## src/rtl/ai_cache_arbiter.sv

```systemverilog
// ai_cache_arbiter: round-robin arbiter/sequencer sharing one single-port cache
// among NUM_REQ requesters. Each access walks IDLE (grant) -> ISSUE (one-cycle
// cache enable) -> CAPTURE (register read data/hit) -> RESP (hold until the
// owner takes the response).
// Optional build macro AI_CACHE_ARB_STATS_EN adds saturating read statistics
// (stat_accesses / stat_hits / stat_misses).
module ai_cache_arbiter #(
  parameter int ADDR_WIDTH = 32,
  parameter int DATA_WIDTH = 128,
  parameter int NUM_REQ    = 2
) (
  input  logic                          clk,
  input  logic                          reset,
  input  logic [NUM_REQ-1:0]            req_valid,
  output logic [NUM_REQ-1:0]            req_ready,
  input  logic [NUM_REQ-1:0]            req_we,
  input  logic [NUM_REQ*ADDR_WIDTH-1:0] req_addr,
  input  logic [NUM_REQ*DATA_WIDTH-1:0] req_wdata,
  output logic [NUM_REQ-1:0]            rsp_valid,
  input  logic [NUM_REQ-1:0]            rsp_ready,
  output logic [DATA_WIDTH-1:0]         rsp_data,
  output logic                          rsp_hit,
  output logic                          rsp_we,
  output logic                          cache_read_en,
  output logic                          cache_write_en,
  output logic [ADDR_WIDTH-1:0]         cache_addr,
  output logic [DATA_WIDTH-1:0]         cache_wdata,
  input  logic [DATA_WIDTH-1:0]         cache_rdata,
  input  logic                          cache_hit,
  output logic                          busy
`ifdef AI_CACHE_ARB_STATS_EN
  ,
  output logic [31:0]                   stat_accesses,
  output logic [31:0]                   stat_hits,
  output logic [31:0]                   stat_misses
`endif
);

  localparam int IDX_W = (NUM_REQ > 1) ? $clog2(NUM_REQ) : 1;
  localparam logic [NUM_REQ-1:0] ONE_HOT0 = {{(NUM_REQ-1){1'b0}}, 1'b1};

  typedef enum logic [1:0] {
    ST_IDLE    = 2'd0,
    ST_ISSUE   = 2'd1,
    ST_CAPTURE = 2'd2,
    ST_RESP    = 2'd3
  } state_t;

  state_t                  state_q, state_d;
  logic [IDX_W-1:0]        ptr_q, ptr_d;
  logic [IDX_W-1:0]        owner_q, owner_d;
  logic                    we_q, we_d;
  logic [ADDR_WIDTH-1:0]   cache_addr_q, cache_addr_d;
  logic [DATA_WIDTH-1:0]   cache_wdata_q, cache_wdata_d;
  logic                    cache_read_en_q, cache_read_en_d;
  logic                    cache_write_en_q, cache_write_en_d;
  logic [DATA_WIDTH-1:0]   rsp_data_q, rsp_data_d;
  logic                    rsp_hit_q, rsp_hit_d;
  logic                    rsp_we_q, rsp_we_d;
  logic [NUM_REQ-1:0]      rsp_valid_q, rsp_valid_d;
  logic                    busy_q, busy_d;

  logic                    grant_found_s;
  logic [IDX_W-1:0]        grant_idx_s;
  logic [IDX_W-1:0]        cand_s;
  logic [ADDR_WIDTH-1:0]   sel_addr_s;
  logic [DATA_WIDTH-1:0]   sel_wdata_s;

  // Rotating-priority search: first valid requester at or above the pointer, wrapping.
  always_comb begin
    grant_found_s = 1'b0;
    grant_idx_s   = '0;
    cand_s        = '0;
    for (int k = 0; k < NUM_REQ; k++) begin
      cand_s = IDX_W'((int'(ptr_q) + k) % NUM_REQ);
      if (!grant_found_s && req_valid[cand_s]) begin
        grant_found_s = 1'b1;
        grant_idx_s   = cand_s;
      end else begin
        grant_found_s = grant_found_s;
      end
    end
  end

  // Mux the winner's address/data slices out of the flattened request buses.
  always_comb begin
    sel_addr_s  = '0;
    sel_wdata_s = '0;
    for (int i = 0; i < NUM_REQ; i++) begin
      sel_addr_s  = sel_addr_s  | (req_addr[i*ADDR_WIDTH +: ADDR_WIDTH] &
                                   {ADDR_WIDTH{grant_idx_s == IDX_W'(i)}});
      sel_wdata_s = sel_wdata_s | (req_wdata[i*DATA_WIDTH +: DATA_WIDTH] &
                                   {DATA_WIDTH{grant_idx_s == IDX_W'(i)}});
    end
  end

  // The accept pulse is combinational in IDLE and forced low while reset is held.
  assign req_ready = ((state_q == ST_IDLE) && reset && grant_found_s) ?
                     (ONE_HOT0 << grant_idx_s) : '0;

  // Sequencer next-state and next-output computation.
  always_comb begin
    state_d          = state_q;
    ptr_d            = ptr_q;
    owner_d          = owner_q;
    we_d             = we_q;
    cache_addr_d     = cache_addr_q;
    cache_wdata_d    = cache_wdata_q;
    cache_read_en_d  = 1'b0;
    cache_write_en_d = 1'b0;
    rsp_data_d       = rsp_data_q;
    rsp_hit_d        = rsp_hit_q;
    rsp_we_d         = rsp_we_q;
    rsp_valid_d      = rsp_valid_q;
    case (state_q)
      ST_IDLE: begin
        if (grant_found_s) begin
          owner_d          = grant_idx_s;
          we_d             = req_we[grant_idx_s];
          cache_addr_d     = sel_addr_s;
          cache_wdata_d    = sel_wdata_s;
          // Enables are loaded here so they are high for exactly the ISSUE cycle.
          cache_read_en_d  = !req_we[grant_idx_s];
          cache_write_en_d = req_we[grant_idx_s];
          ptr_d            = (int'(grant_idx_s) == NUM_REQ - 1) ? '0 : grant_idx_s + IDX_W'(1);
          state_d          = ST_ISSUE;
        end else begin
          state_d = ST_IDLE;
        end
      end
      ST_ISSUE: begin
        state_d = ST_CAPTURE;
      end
      ST_CAPTURE: begin
        // Cache read data and hit are valid in this cycle.
        rsp_data_d  = we_q ? '0 : cache_rdata;
        rsp_hit_d   = cache_hit;
        rsp_we_d    = we_q;
        rsp_valid_d = ONE_HOT0 << owner_q;
        state_d     = ST_RESP;
      end
      ST_RESP: begin
        if (rsp_ready[owner_q]) begin
          rsp_valid_d = '0;
          state_d     = ST_IDLE;
        end else begin
          state_d = ST_RESP;
        end
      end
      default: begin
        rsp_valid_d = '0;
        state_d     = ST_IDLE;
      end
    endcase
    busy_d = (state_d != ST_IDLE);
  end

  // Sequencer state and registered outputs; reset drops any in-flight access.
  always_ff @(posedge clk or negedge reset) begin
    if (!reset) begin
      state_q          <= ST_IDLE;
      ptr_q            <= '0;
      owner_q          <= '0;
      we_q             <= 1'b0;
      cache_addr_q     <= '0;
      cache_wdata_q    <= '0;
      cache_read_en_q  <= 1'b0;
      cache_write_en_q <= 1'b0;
      rsp_data_q       <= '0;
      rsp_hit_q        <= 1'b0;
      rsp_we_q         <= 1'b0;
      rsp_valid_q      <= '0;
      busy_q           <= 1'b0;
    end else begin
      state_q          <= state_d;
      ptr_q            <= ptr_d;
      owner_q          <= owner_d;
      we_q             <= we_d;
      cache_addr_q     <= cache_addr_d;
      cache_wdata_q    <= cache_wdata_d;
      cache_read_en_q  <= cache_read_en_d;
      cache_write_en_q <= cache_write_en_d;
      rsp_data_q       <= rsp_data_d;
      rsp_hit_q        <= rsp_hit_d;
      rsp_we_q         <= rsp_we_d;
      rsp_valid_q      <= rsp_valid_d;
      busy_q           <= busy_d;
    end
  end

  assign cache_read_en  = cache_read_en_q;
  assign cache_write_en = cache_write_en_q;
  assign cache_addr     = cache_addr_q;
  assign cache_wdata    = cache_wdata_q;
  assign rsp_valid      = rsp_valid_q;
  assign rsp_data       = rsp_data_q;
  assign rsp_hit        = rsp_hit_q;
  assign rsp_we         = rsp_we_q;
  assign busy           = busy_q;

`ifdef AI_CACHE_ARB_STATS_EN
  function automatic logic [31:0] sat_inc(input logic [31:0] v);
    if (v == 32'hFFFF_FFFF) begin
      sat_inc = v;
    end else begin
      sat_inc = v + 32'd1;
    end
  endfunction

  logic [31:0] stat_accesses_q, stat_accesses_d;
  logic [31:0] stat_hits_q, stat_hits_d;
  logic [31:0] stat_misses_q, stat_misses_d;

  // Read statistics: one access per read in CAPTURE, split into hit or miss.
  always_comb begin
    stat_accesses_d = stat_accesses_q;
    stat_hits_d     = stat_hits_q;
    stat_misses_d   = stat_misses_q;
    if ((state_q == ST_CAPTURE) && !we_q) begin
      stat_accesses_d = sat_inc(stat_accesses_q);
      if (cache_hit) begin
        stat_hits_d = sat_inc(stat_hits_q);
      end else begin
        stat_misses_d = sat_inc(stat_misses_q);
      end
    end else begin
      stat_accesses_d = stat_accesses_q;
    end
  end

  // Statistics counters, cleared by reset.
  always_ff @(posedge clk or negedge reset) begin
    if (!reset) begin
      stat_accesses_q <= 32'd0;
      stat_hits_q     <= 32'd0;
      stat_misses_q   <= 32'd0;
    end else begin
      stat_accesses_q <= stat_accesses_d;
      stat_hits_q     <= stat_hits_d;
      stat_misses_q   <= stat_misses_d;
    end
  end

  assign stat_accesses = stat_accesses_q;
  assign stat_hits     = stat_hits_q;
  assign stat_misses   = stat_misses_q;
`endif

endmodule

```

## config.mk

```make
export PLATFORM = sky130hd
export DESIGN_NAME = ai_cache_arbiter
export DESIGN_NICKNAME = d
export VERILOG_FILES = /design/src/rtl/ai_cache_arbiter.sv
export SDC_FILE = /design/constraint.sdc
export NUM_CORES = 1
export LEC_CHECK = 0
export ABC_AREA = 1
export BUFFER_PORTS_ARGS = -buffer_cell sky130_fd_sc_hd__buf_2
export CELL_PAD_IN_SITES_DETAIL_PLACEMENT = 0
export CELL_PAD_IN_SITES_GLOBAL_PLACEMENT = 1
export CORE_AREA = 3 3 295 297
export DETAILED_ROUTE_END_ITERATION = 8
export DIE_AREA = 0 0 298 300
export MAX_ROUTING_LAYER = met4
export PLACE_DENSITY = 0.48
export SLEW_MARGIN = 30
export SYNTH_ARGS = -nofsm -noshare
export SYNTH_HDL_FRONTEND = slang
export SYNTH_SLANG_ARGS = --single-unit
```

## constraint.sdc

```tcl
create_clock -name clk -period 3.28 [get_ports clk]
set_input_delay 0.164 -clock clk [delete_from_list [all_inputs] [get_ports clk]]
set_output_delay 0.164 -clock clk [all_outputs]
set_load 0.1 [all_outputs]
```

==> run metrics, run 1 <==
status=complete, no violations; biggest area consumer among synthesized cells=dfrtp_1; r2r endpoint=cache_wdata[45]; vias per inst=about 4.1; Avg Cell Area, Syn=roughly 8.6 um2; worst path cell trace=inv_1 > nand2_4 > buf_12 > nand3_1 > nor2_1 > buf_2; hold crit path type=in -> reg; dpl hpwl=between 40000 and 50000 um; RSZ-0062 raised after global routing=false; crit path kind=reg -> out; Critical Path Fanout Max=approximately 110; Core Rows=roughly 110; Max Cap Viol=0; DIE WIDTH=about 300 um; Async SR Flop Fraction=between 90% and 100%; register bit total from synthesis=300; worst hold start=rsp_ready[1]; Hold Crit Endpoint=rsp_valid[0]; number of setup buffers added after CTS=0; Post-Route WL=roughly 70000 um; Post-Syn Nets=a little under 2000; GPL Wtd Cong=between 0.8 and 0.9; worst reg-to-reg setup slack=780 ps; Arrival @ worst endpoint=roughly 2300 ps; number of synthesized flops with an enable pin=0; CP required=between 3000 and 4000 ps; Worst setup EP type=output port; largest net degree at the start of global routing=120; via count of the first global-routing pass=16539; GRT Overall Usage=15.1%; Core Region=approximately 0.085 mm2; CTS tree=built; PortBufs=~750; Worst Hold Depth=6; Slowest cell on crit path=buf_2; CP Buf/Inv Count=3; Seq/Total Area, Yosys=58.0%; Yosys cell types=15; # clock sinks=300; wire per inst=between 15 and 20 um; crit start category=register; Min Hold Slack=a little under 60 ps; Yosys top cell area share=around 58%; Final Cycle Share=between 70% and 80%; Clock Tree Buf Depth=3; slowest cell delay on critical path=470 ps; Initial Utilization=15.3%; first-pass GRT wire length=around 100000 um; R2R Path Start=state_q[1]; Mapped Cells=~1500; root buffer cell=clkbuf_16; # setup viols final=0; clk_skew=20.4 ps; synthesis-to-layout area growth=84.1%; share of cells above drive strength 1=approximately a third; Via Count=between 15000 and 20000; drt first pass iters=8; Post-synth top cells=565 x nand2_1, 327 x nand3_1, 300 x dfrtp_1; max-slew violations=0; die height=around 300 um; ANT nets after route=0; Worst path top cell family by delay=buffers and inverters; dominant synthesized flop cell=dfrtp_1; clk_lat worst skew=around 560 ps; worst slack, placed=between 900 and 1000 ps; YS warnings=0; die area=about 0.089 mm2; IO Count=754; DRC viols=0; Least-Margin Pin Slew=926 ps; Worst R2R Path Depth=5; Worst-path clk slew=approximately 60 ps; top cells by area, synth=dfrtp_1 58%, nand2_1 16%, nand3_1 13%; H-tree levels=2; Final #Nets=3113; Num CTS Buffers=41; FMAX=399 MHz; final hold viol count=0; initial DRC count=between 900 and 1000; most numerous cell in the Yosys netlist=nand2_1; grt total ovfl=0; post-layout min period=roughly 2500 ps; mapped cell area=~0.013 mm2; setup_tns=0 ps; initial antenna violation count=15; relative slew slack=38.3%; setup ws final=772 ps
==> how the worst max path moves through the flow <==
stage                from       endpoint  depth (start not counted)
3_5_place_dp   state_q[0]           we_q                          6
2_1_floorplan       ptr_q   req_ready[0]                          6
3_3_place_gp   state_q[1]  rsp_data[124]                          7
4_1_cts             ptr_q   req_ready[0]                          7
6_report            ptr_q   req_ready[1]                          6
5_1_grt             ptr_q   req_ready[1]                          6
==> cells in the final DEF (no fill, tap or decap), types with 2 or more instances in the layout <==
| master | count |
|---|---|
| inv_1 | 11 |
| nand2_1 | 563 |
| clkbuf_8 | 4 |
| buf_6 | 2 |
| nor2_4 | 3 |
| nand2_4 | 2 |
| clkbuf_16 | 43 |
| dfrtp_1 | 300 |
| diode_2 | 14 |
| nand4_1 | 160 |
| dlygate4sd3_1 | 454 |
| buf_2 | 750 |
| nor2_1 | 5 |
| buf_4 | 17 |
| clkbuf_1 | 12 |
| buf_12 | 12 |
| inv_6 | 2 |
| clkinvlp_4 | 2 |
| nand3_1 | 327 |
| o21ai_0 | 2 |
| clkinv_2 | 3 |
==> worst min-delay path, delay by kind of cell <==
kind / cells / cell delay [ps]
and+or+nand+nor: 5 / 340
buffers and inverters: 1 / 80
==> final cells by class <==
type	count	area, um2
Multi-Input combinational cell	1065	4860
Clock buffer	59	1180
Timing Repair Buffer	1236	8700
Sequential cell	300	7510
Tap cell	1144	1430
Inverter	12	47.5
Clock inverter	8	77.6
Antenna cell	14	35.0
Fill cell	9267	61000
==> cells by family after synthesis <==
group / synth area share (%)
AOI/OAI and AO/OA: 0.155
buffers and inverters: 4.79
DFF: 58.0
and+or+nand+nor: 37.1
==> metal layers <==
metal | vias up | global-route usage (%) | part of all wire [%]
met3 | 122 | 3.73 | 7.3
met5 | - | - | 0
met4 | 0 | 6.06 | 3.9
li1 | 7427 | - | -
met1 | 7655 | 18.0 | 40
met2 | 668 | 24.7 | 48
==> registers in the layout, indices dropped and copies added (netlist names) <==
signal          count
rsp_hit             1
busy                1
ptr_q               1
owner_q             1
rsp_valid           2
we_q                1
cache_wdata       128
state_q             2
cache_read_en       1
cache_addr         32
rsp_we              1
rsp_data          128
cache_write_en      1
==> through the flow <==
| stage | instance area, um2 | instances | util (%) |
|---|---|---|---|
| after floorplan | 12900 | 1510 | - |
| after global placement | 18000 | 3303 | 21.2 |
| after detailed placement | 18000 | 3303 | 21.2 |
| after CTS | 23800 | 3824 | 28.0 |
| after global routing | 23800 | 3838 | 28.1 |
| final | 23800 | 3838 | 28.1 |
==> timing repair <==
| item | CTS | global route |
|---|---|---|
| hold endpoints to repair | 428 | 0 |
| gates resized for setup | 0 | 0 |
| hold buffers | 454 | 0 |
Power of run 1 is left out: the tool's default activity adds up to more than one toggle a clock period on the data nets, which glitch-free logic cannot reach.
==> run 2, diff against run 1 <==
--- a/config.mk
+++ b/config.mk
@@ -5,15 +5,15 @@
 export SDC_FILE = /design/constraint.sdc
 export NUM_CORES = 1
 export LEC_CHECK = 0
-export ABC_AREA = 1
+export ABC_AREA = 0
 export BUFFER_PORTS_ARGS = -buffer_cell sky130_fd_sc_hd__buf_2
 export CELL_PAD_IN_SITES_DETAIL_PLACEMENT = 0
 export CELL_PAD_IN_SITES_GLOBAL_PLACEMENT = 1
-export CORE_AREA = 3 3 295 297
+export CORE_AREA = 3 3 289 291
 export DETAILED_ROUTE_END_ITERATION = 8
-export DIE_AREA = 0 0 298 300
+export DIE_AREA = 0 0 292 294
 export MAX_ROUTING_LAYER = met4
-export PLACE_DENSITY = 0.48
+export PLACE_DENSITY = 0.49
 export SLEW_MARGIN = 30
 export SYNTH_ARGS = -nofsm -noshare
 export SYNTH_HDL_FRONTEND = slang
==> constraint.sdc (replaced) <==
create_clock -name clk -period 2.1 [get_ports clk]
set_input_delay 0.105 -clock clk [delete_from_list [all_inputs] [get_ports clk]]
set_output_delay 0.105 -clock clk [all_outputs]
set_load 0.1 [all_outputs]
==> run 2 against run 1 <==
Against the previous run: wire length fell by 3.1%; clock skew fell by 5.9 ps; non-clock buffer count rose by 33; synthesized cell count fell by 23%; critical path depth fell by 1; global-route usage barely moved; die area fell by 4.0%; utilization rose by 1.8 points; sequential share of layout area fell by 0.42 points; register-to-register slack got worse by 650 ps; critical path type is now reg -> reg.
==> run metrics, run 2 <==
hold crit path type=in -> async (was in -> reg); Initial Utilization=16.1% (was 15.3%); Core Region=0.0808 mm2 (was 0.0849 mm2); drt first pass iters=4 (was 8); DIE WIDTH=292 um (was 298 um); Clock Tree Buf Depth=3 (unchanged); Seq/Total Area, Yosys=57.7% (was 58.0%); Synth Area in Compound Gates=27.2% (was 0.155%); mapped cell area=0.0130 mm2 (was 0.0129 mm2); IO Count=754 (unchanged); Final #Nets=2809 (was 3113); root buffer cell=clkbuf_16 (unchanged); area occupied by multi-input gates=0.00500 mm2 (was 0.00486 mm2); crit path kind=reg -> reg (was reg -> out); combinational family with the most area after synthesis=compound AO/OA/AOI/OAI gates (was simple AND/OR/NAND/NOR gates); # clock sinks=300 (unchanged); clk_skew=14.5 ps (was 20.4 ps); Yosys top cell area share=57.7% (was 58.0%); CTS tree=built (unchanged); top cells by area, synth=dfrtp_1 58%, a221o_1 12%, a21boi_0 9.2% (was dfrtp_1 58%, nand2_1 16%, nand3_1 13%); Post-Synth Simple-Gate Area=10.7% (was 37.1%); CP required=2580 ps (was 3120 ps); Avg Cell Area, Syn=11.2 um2 (was 8.57 um2); # fillers=8496 (was 9267); share of cells above drive strength 1=37.1% (was 31.5%); status=complete, no violations (unchanged); wire per inst=19.3 um (was 17.9 um); first-pass GRT wire length=97100 um (was 103000 um); Min Hold Slack=64.2 ps (was 58.3 ps); Worst setup EP type=register (was output port); RSZ-0062 raised after global routing=false (unchanged); Post-synth top cells=300 x dfrtp_1, 160 x a21boi_0, 160 x a221o_1 (was 565 x nand2_1, 327 x nand3_1, 300 x dfrtp_1); H-tree levels=2 (unchanged); Num CTS Buffers=39 (was 41); clk_lat worst skew=540 ps (was 560 ps); Post-Synth XOR/XNOR Area=0% (unchanged); final core utilization=29.9% (was 28.1%); DP Area=0.0182 mm2 (was 0.0180 mm2); final hold viol count=0 (unchanged); register bit total from synthesis=300 (unchanged); Post-Syn Nets=1613 (was 1967); Final Cycle Share=93.6%; Least-Margin Pin Slew=582 ps (was 926 ps); Async SR Flop Fraction=100% (unchanged); GPL Wtd Cong=0.824 (was 0.896); initial antenna violation count=15 (unchanged); Post-Route WL=66400 um (was 68600 um); Via Count=14164 (was 15872); post-route cell area=0.0242 mm2 (was 0.0238 mm2); die height=294 um (was 300 um); relative slew slack=61.2% (was 38.3%); YS warnings=0 (unchanged); post-layout min period=slightly below 2000 ps; Core Rows=104 (was 107); number of synthesized flops with an enable pin=0 (unchanged); most frequent cells in the layout=750 x buf_2, 457 x dlygate4sd3_1, 297 x dfrtp_1, 160 x a21boi_0, 160 x a221o_1 (was 750 x buf_2, 563 x nand2_1, 454 x dlygate4sd3_1, 327 x nand3_1, 300 x dfrtp_1); commonest non-fill, non-tap cell in the layout=buf_2 (unchanged); Mapped Cells=1156 (was 1510); crit start category=register (unchanged); Arrival @ worst endpoint=2440 ps (was 2340 ps); GRT Overall Usage=15.2% (was 15.1%); Post-Synth Adder-Cell Area=0% (unchanged); max-slew violations=0 (unchanged); grt total ovfl=0 (unchanged); vias per inst=4.11 (was 4.14); via count of the first global-routing pass=15391 (was 16539); DRC viols=0 (unchanged); most numerous cell in the Yosys netlist=dfrtp_1 (was nand2_1); # setup viols final=0 (unchanged); setup_tns=0 ps (unchanged); die area=0.0858 mm2 (was 0.0894 mm2); dominant synthesized flop cell=dfrtp_1 (unchanged); dpl hpwl=48100 um (was 46000 um); PortBufs=753 (unchanged); initial DRC count=488 (was 997); ANT nets after route=0 (unchanged); largest net degree at the start of global routing=85 (was 120); synthesis-to-layout area growth=86.0% (was 84.1%); Yosys cell types=26 (was 15); FMAX=509 MHz; biggest area consumer among synthesized cells=dfrtp_1 (unchanged); Max Cap Viol=0 (unchanged); Worst-path clk slew=60 ps (about the same); area occupied by registers=0.00751 mm2 (about the same); Critical Path Fanout Max=3 (was 108); mux cell area share after synthesis=0.260% (was 0%)
-- run 2: changes by cell type after synthesis, sizes merged, moves of 7 or more --
cell	previous run	this run
a21boi	0	160
a221o	0	160
buf	47	39
clkbuf	86	76
inv	12	2
nand2	565	132
nand2b	0	131
nand3	327	1
nand4	160	0
nor2	9	2
o21ai	3	129
-- run 2: final timing paths --
| kind | from | cells after the start | slack (ps) | end |
|---|---|---|---|---|
| setup / recovery | ptr_q | 5 | 130 | we_q |
| hold / removal | reset | 2 | 60 | rsp_data[66] |
| setup reg to reg | ptr_q | 5 | 130 | we_q |
| hold reg to reg | rsp_data[48] | 2 | 470 | rsp_data[48] |
| max in group asynchronous | reset | 3 | 1190 | cache_addr[24] |
| min in group clk | req_valid[1] | 3 | 80 | cache_write_en |
-- run 2: metrics by stage --
| step | cells | worst slack, ps |
|---|---|---|
| after floorplan | 1156 | 44.6 |
| after global placement | 2906 | 180 |
| after detailed placement | 2906 | 134 |
| after CTS | 3433 | 35.1 |
| after global routing | 3445 | 6.35 |
| final | 3448 | 134 |
-- run 2: cells by family after synthesis --
group | Yosys count
flip-flops | 300
AO/OA/AOI/OAI | 461
buffers and inverters | 117
AND/OR/NAND/NOR | 275
multiplexers | 3
-- run 2: cell type report --
type / count / share of cell area, %
flip-flops and latches: 300 / 31.1
repair buffers: 1269 / 37.4
inverters: 2 / 0.0310
clock buffers: 61 / 4.97
multi-input cells: 740 / 20.7
diodes: 11 / 0.114
well taps: 1060 / 5.48
clock inverters: 5 / 0.310
-- run 2: metal layers --
metal	global-route usage, %	vias up	wire (um)
met3	3.45	118	4210
met5	-	-	0
li1	-	6617	-
met4	5.52	0	2200
met2	25.7	606	33100
met1	17.6	6823	26900
-- run 2: worst max-delay path, cell delays in order, from the launching register on --
cell	delay, ps
dfrtp_1	360
nand2b_4	140
nand3_1	90
dlygate4sd3_1	590
a31oi_1	160
dlygate4sd3_1	560
-- run 2: what timing repair did --
action | in CTS | in global routing
gates resized for setup | 1 | 4
hold buffers | 457 | 0
pin swaps | 2 | 0
endpoints found under the setup margin | 2 | 2
endpoints found under the hold margin | 582 | 0
setup buffers | 4 | 3
gates cloned | 0 | 1
Power of run 2 is left out for the same reason.
==> run 3, diff against run 2 <==
==> constraint.sdc (replaced) <==
create_clock -name clk -period 2.1 [get_ports clk]
set_input_delay 0.21 -clock clk [delete_from_list [all_inputs] [get_ports clk]]
set_output_delay 0.21 -clock clk [all_outputs]
set_load 0.1 [all_outputs]
==> run 3 against run 2 <==
Against the previous run: critical path depth decreased by 1; register-to-register slack improved by 160 ps; worst hold slack got worse by 27 ps; critical path type is now reg -> out; worst setup slack got worse by 17 ps; utilization decreased by 0.25 points; clock skew about the same; non-clock buffer count decreased by 18; largest cell class unchanged; wire length decreased by 0.96%.
==> run metrics, run 3 (synthesis results as in run 2) <==
Initial Utilization=16.1% (unchanged); dpl hpwl=47800 um (was 48100 um); status=complete, no violations (unchanged); GRT Overall Usage=15.1% (was 15.2%); IO Count=754 (unchanged); post-layout min period=1980 ps (was 1970 ps); Final #Nets=2789 (was 2809); DIE WIDTH=292 um (unchanged); vias per inst=4.10 (was 4.11); most frequent cells in the layout=750 x buf_2, 447 x dlygate4sd3_1, 297 x dfrtp_1, 160 x a21boi_0, 160 x a221o_1 (was 750 x buf_2, 457 x dlygate4sd3_1, 297 x dfrtp_1, 160 x a21boi_0, 160 x a221o_1); H-tree levels=2 (unchanged); max-slew violations=0 (unchanged); Least-Margin Pin Slew=664 ps (was 582 ps); # fillers=8473 (was 8496); CTS tree=built (unchanged); Core Rows=104 (unchanged); ANT nets after route=0 (unchanged); synthesis-to-layout area growth=84.5% (was 86.0%); Critical Path Fanout Max=4 (was 3); crit path kind=reg -> out (was reg -> reg); Worst setup EP type=output port (was register); Num CTS Buffers=38 (was 39); largest net degree at the start of global routing=130 (was 85); RSZ-0062 raised after global routing=false (unchanged); share of cells above drive strength 1=36.9% (was 37.1%); Core Region=0.0808 mm2 (unchanged); via count of the first global-routing pass=15289 (was 15391); FMAX=504 MHz (was 509 MHz); # setup viols final=0 (unchanged); root buffer cell=clkbuf_16 (unchanged); CP required=1890 ps (was 2580 ps); Via Count=14068 (was 14164); # clock sinks=300 (unchanged); initial antenna violation count=16 (was 15); drt first pass iters=5 (was 4); DRC viols=0 (unchanged); Final Cycle Share=94.4% (was 93.6%); GPL Wtd Cong=0.836 (was 0.824); setup_tns=0 ps (unchanged); Worst-path clk slew=60 ps (about the same); die height=294 um (unchanged); die area=0.0858 mm2 (unchanged); wire per inst=19.2 um (was 19.3 um); Arrival @ worst endpoint=1770 ps (was 2440 ps); Post-Route WL=65800 um (was 66400 um); final hold viol count=0 (unchanged); crit start category=register (unchanged); hold crit path type=in -> reg (was in -> async); commonest non-fill, non-tap cell in the layout=buf_2 (unchanged); grt total ovfl=0 (unchanged); Max Cap Viol=0 (unchanged); PortBufs=753 (unchanged); Clock Tree Buf Depth=3 (unchanged); clk_skew=14.7 ps (was 14.5 ps); first-pass GRT wire length=96800 um (was 97100 um); clk_lat worst skew=550 ps (was 540 ps); initial DRC count=534 (was 488); relative slew slack=56.1% (was 61.2%)
## run 3: changes by cell type in the layout (fill, tap and decap cells not counted), sizes merged
| cell | change |
|---|---|
| dlygate4sd3 | -10 |
| buf | -8 |
| clkinv | +2 |
| diode | +2 |
| bufinv | -1 |
| clkbuf | +1 |
| nand2b | -1 |
## run 3: critical path, stage by stage, from the launching register on
cell     delay (ps)
dfrtp_2         420
nor2_4          180
and3_4          250
and2_2          190
buf_12          180
## run 3: area by class of cell
| cell class | count | area, um2 | area share (%) |
|---|---|---|---|
| tap | 1060 | 1330 | 5.53 |
| antenna | 13 | 32.5 | 0.136 |
| clock buffer | 62 | 1170 | 4.90 |
| clock inverter | 6 | 55.1 | 0.230 |
| inverter | 2 | 7.51 | 0.0313 |
| timing repair buffer | 1251 | 8890 | 37.1 |
| sequential | 300 | 7510 | 31.3 |
| multi-input combinational | 739 | 4990 | 20.8 |
## run 3: stage by stage
step           setup slack [ps]  util [%]  cells  cell area, um2  hold WS (ps)
2_1_floorplan               148         -   1156           13000         -85.6
3_3_place_gp                297      22.5   2900           18200           368
4_1_cts                    3.90      29.6   3419           23900          1.15
3_5_place_dp                273      22.5   2900           18200           337
5_1_grt                    12.9      29.7   3430           24000          6.58
6_report                    117      29.7   3433           24000          37.1
## run 3: timing repair
item | in CTS | in global routing
setup buffers | 4 | 1
gates resized for setup | 5 | 0
endpoints found under the hold margin | 488 | 0
pin swaps | 2 | 1
hold buffers | 447 | 0
cloned | 0 | 0
setup endpoints to repair | 2 | 2
## run 3: path summary, 6_finish.rpt
path | from | to | slack (ps) | depth (start not counted)
min in group asynchronous | reset | ptr_q | 330 | 3
max in group asynchronous | reset | rsp_data[110] | 1100 | 4
worst min-delay path | cache_rdata[85] | rsp_data[85] | 40 | 3
worst max register to register | state_q[1] | cache_wdata[22] | 290 | 6
worst max-delay path | state_q[1] | req_ready[1] | 120 | 4
worst min register to register | rsp_data[49] | rsp_data[49] | 470 | 2
## run 3: routing by layer
| layer | global-route usage [%] | wire length, um | up-vias |
|---|---|---|---|
| met2 | 26.1 | 33300 | 546 |
| met3 | 3.65 | 4140 | 113 |
| met5 | - | 0 | - |
| met4 | 5.00 | 1990 | 0 |
| met1 | 17.1 | 26400 | 6826 |
| li1 | - | - | 6583 |
Power of run 3 is left out for the same reason.
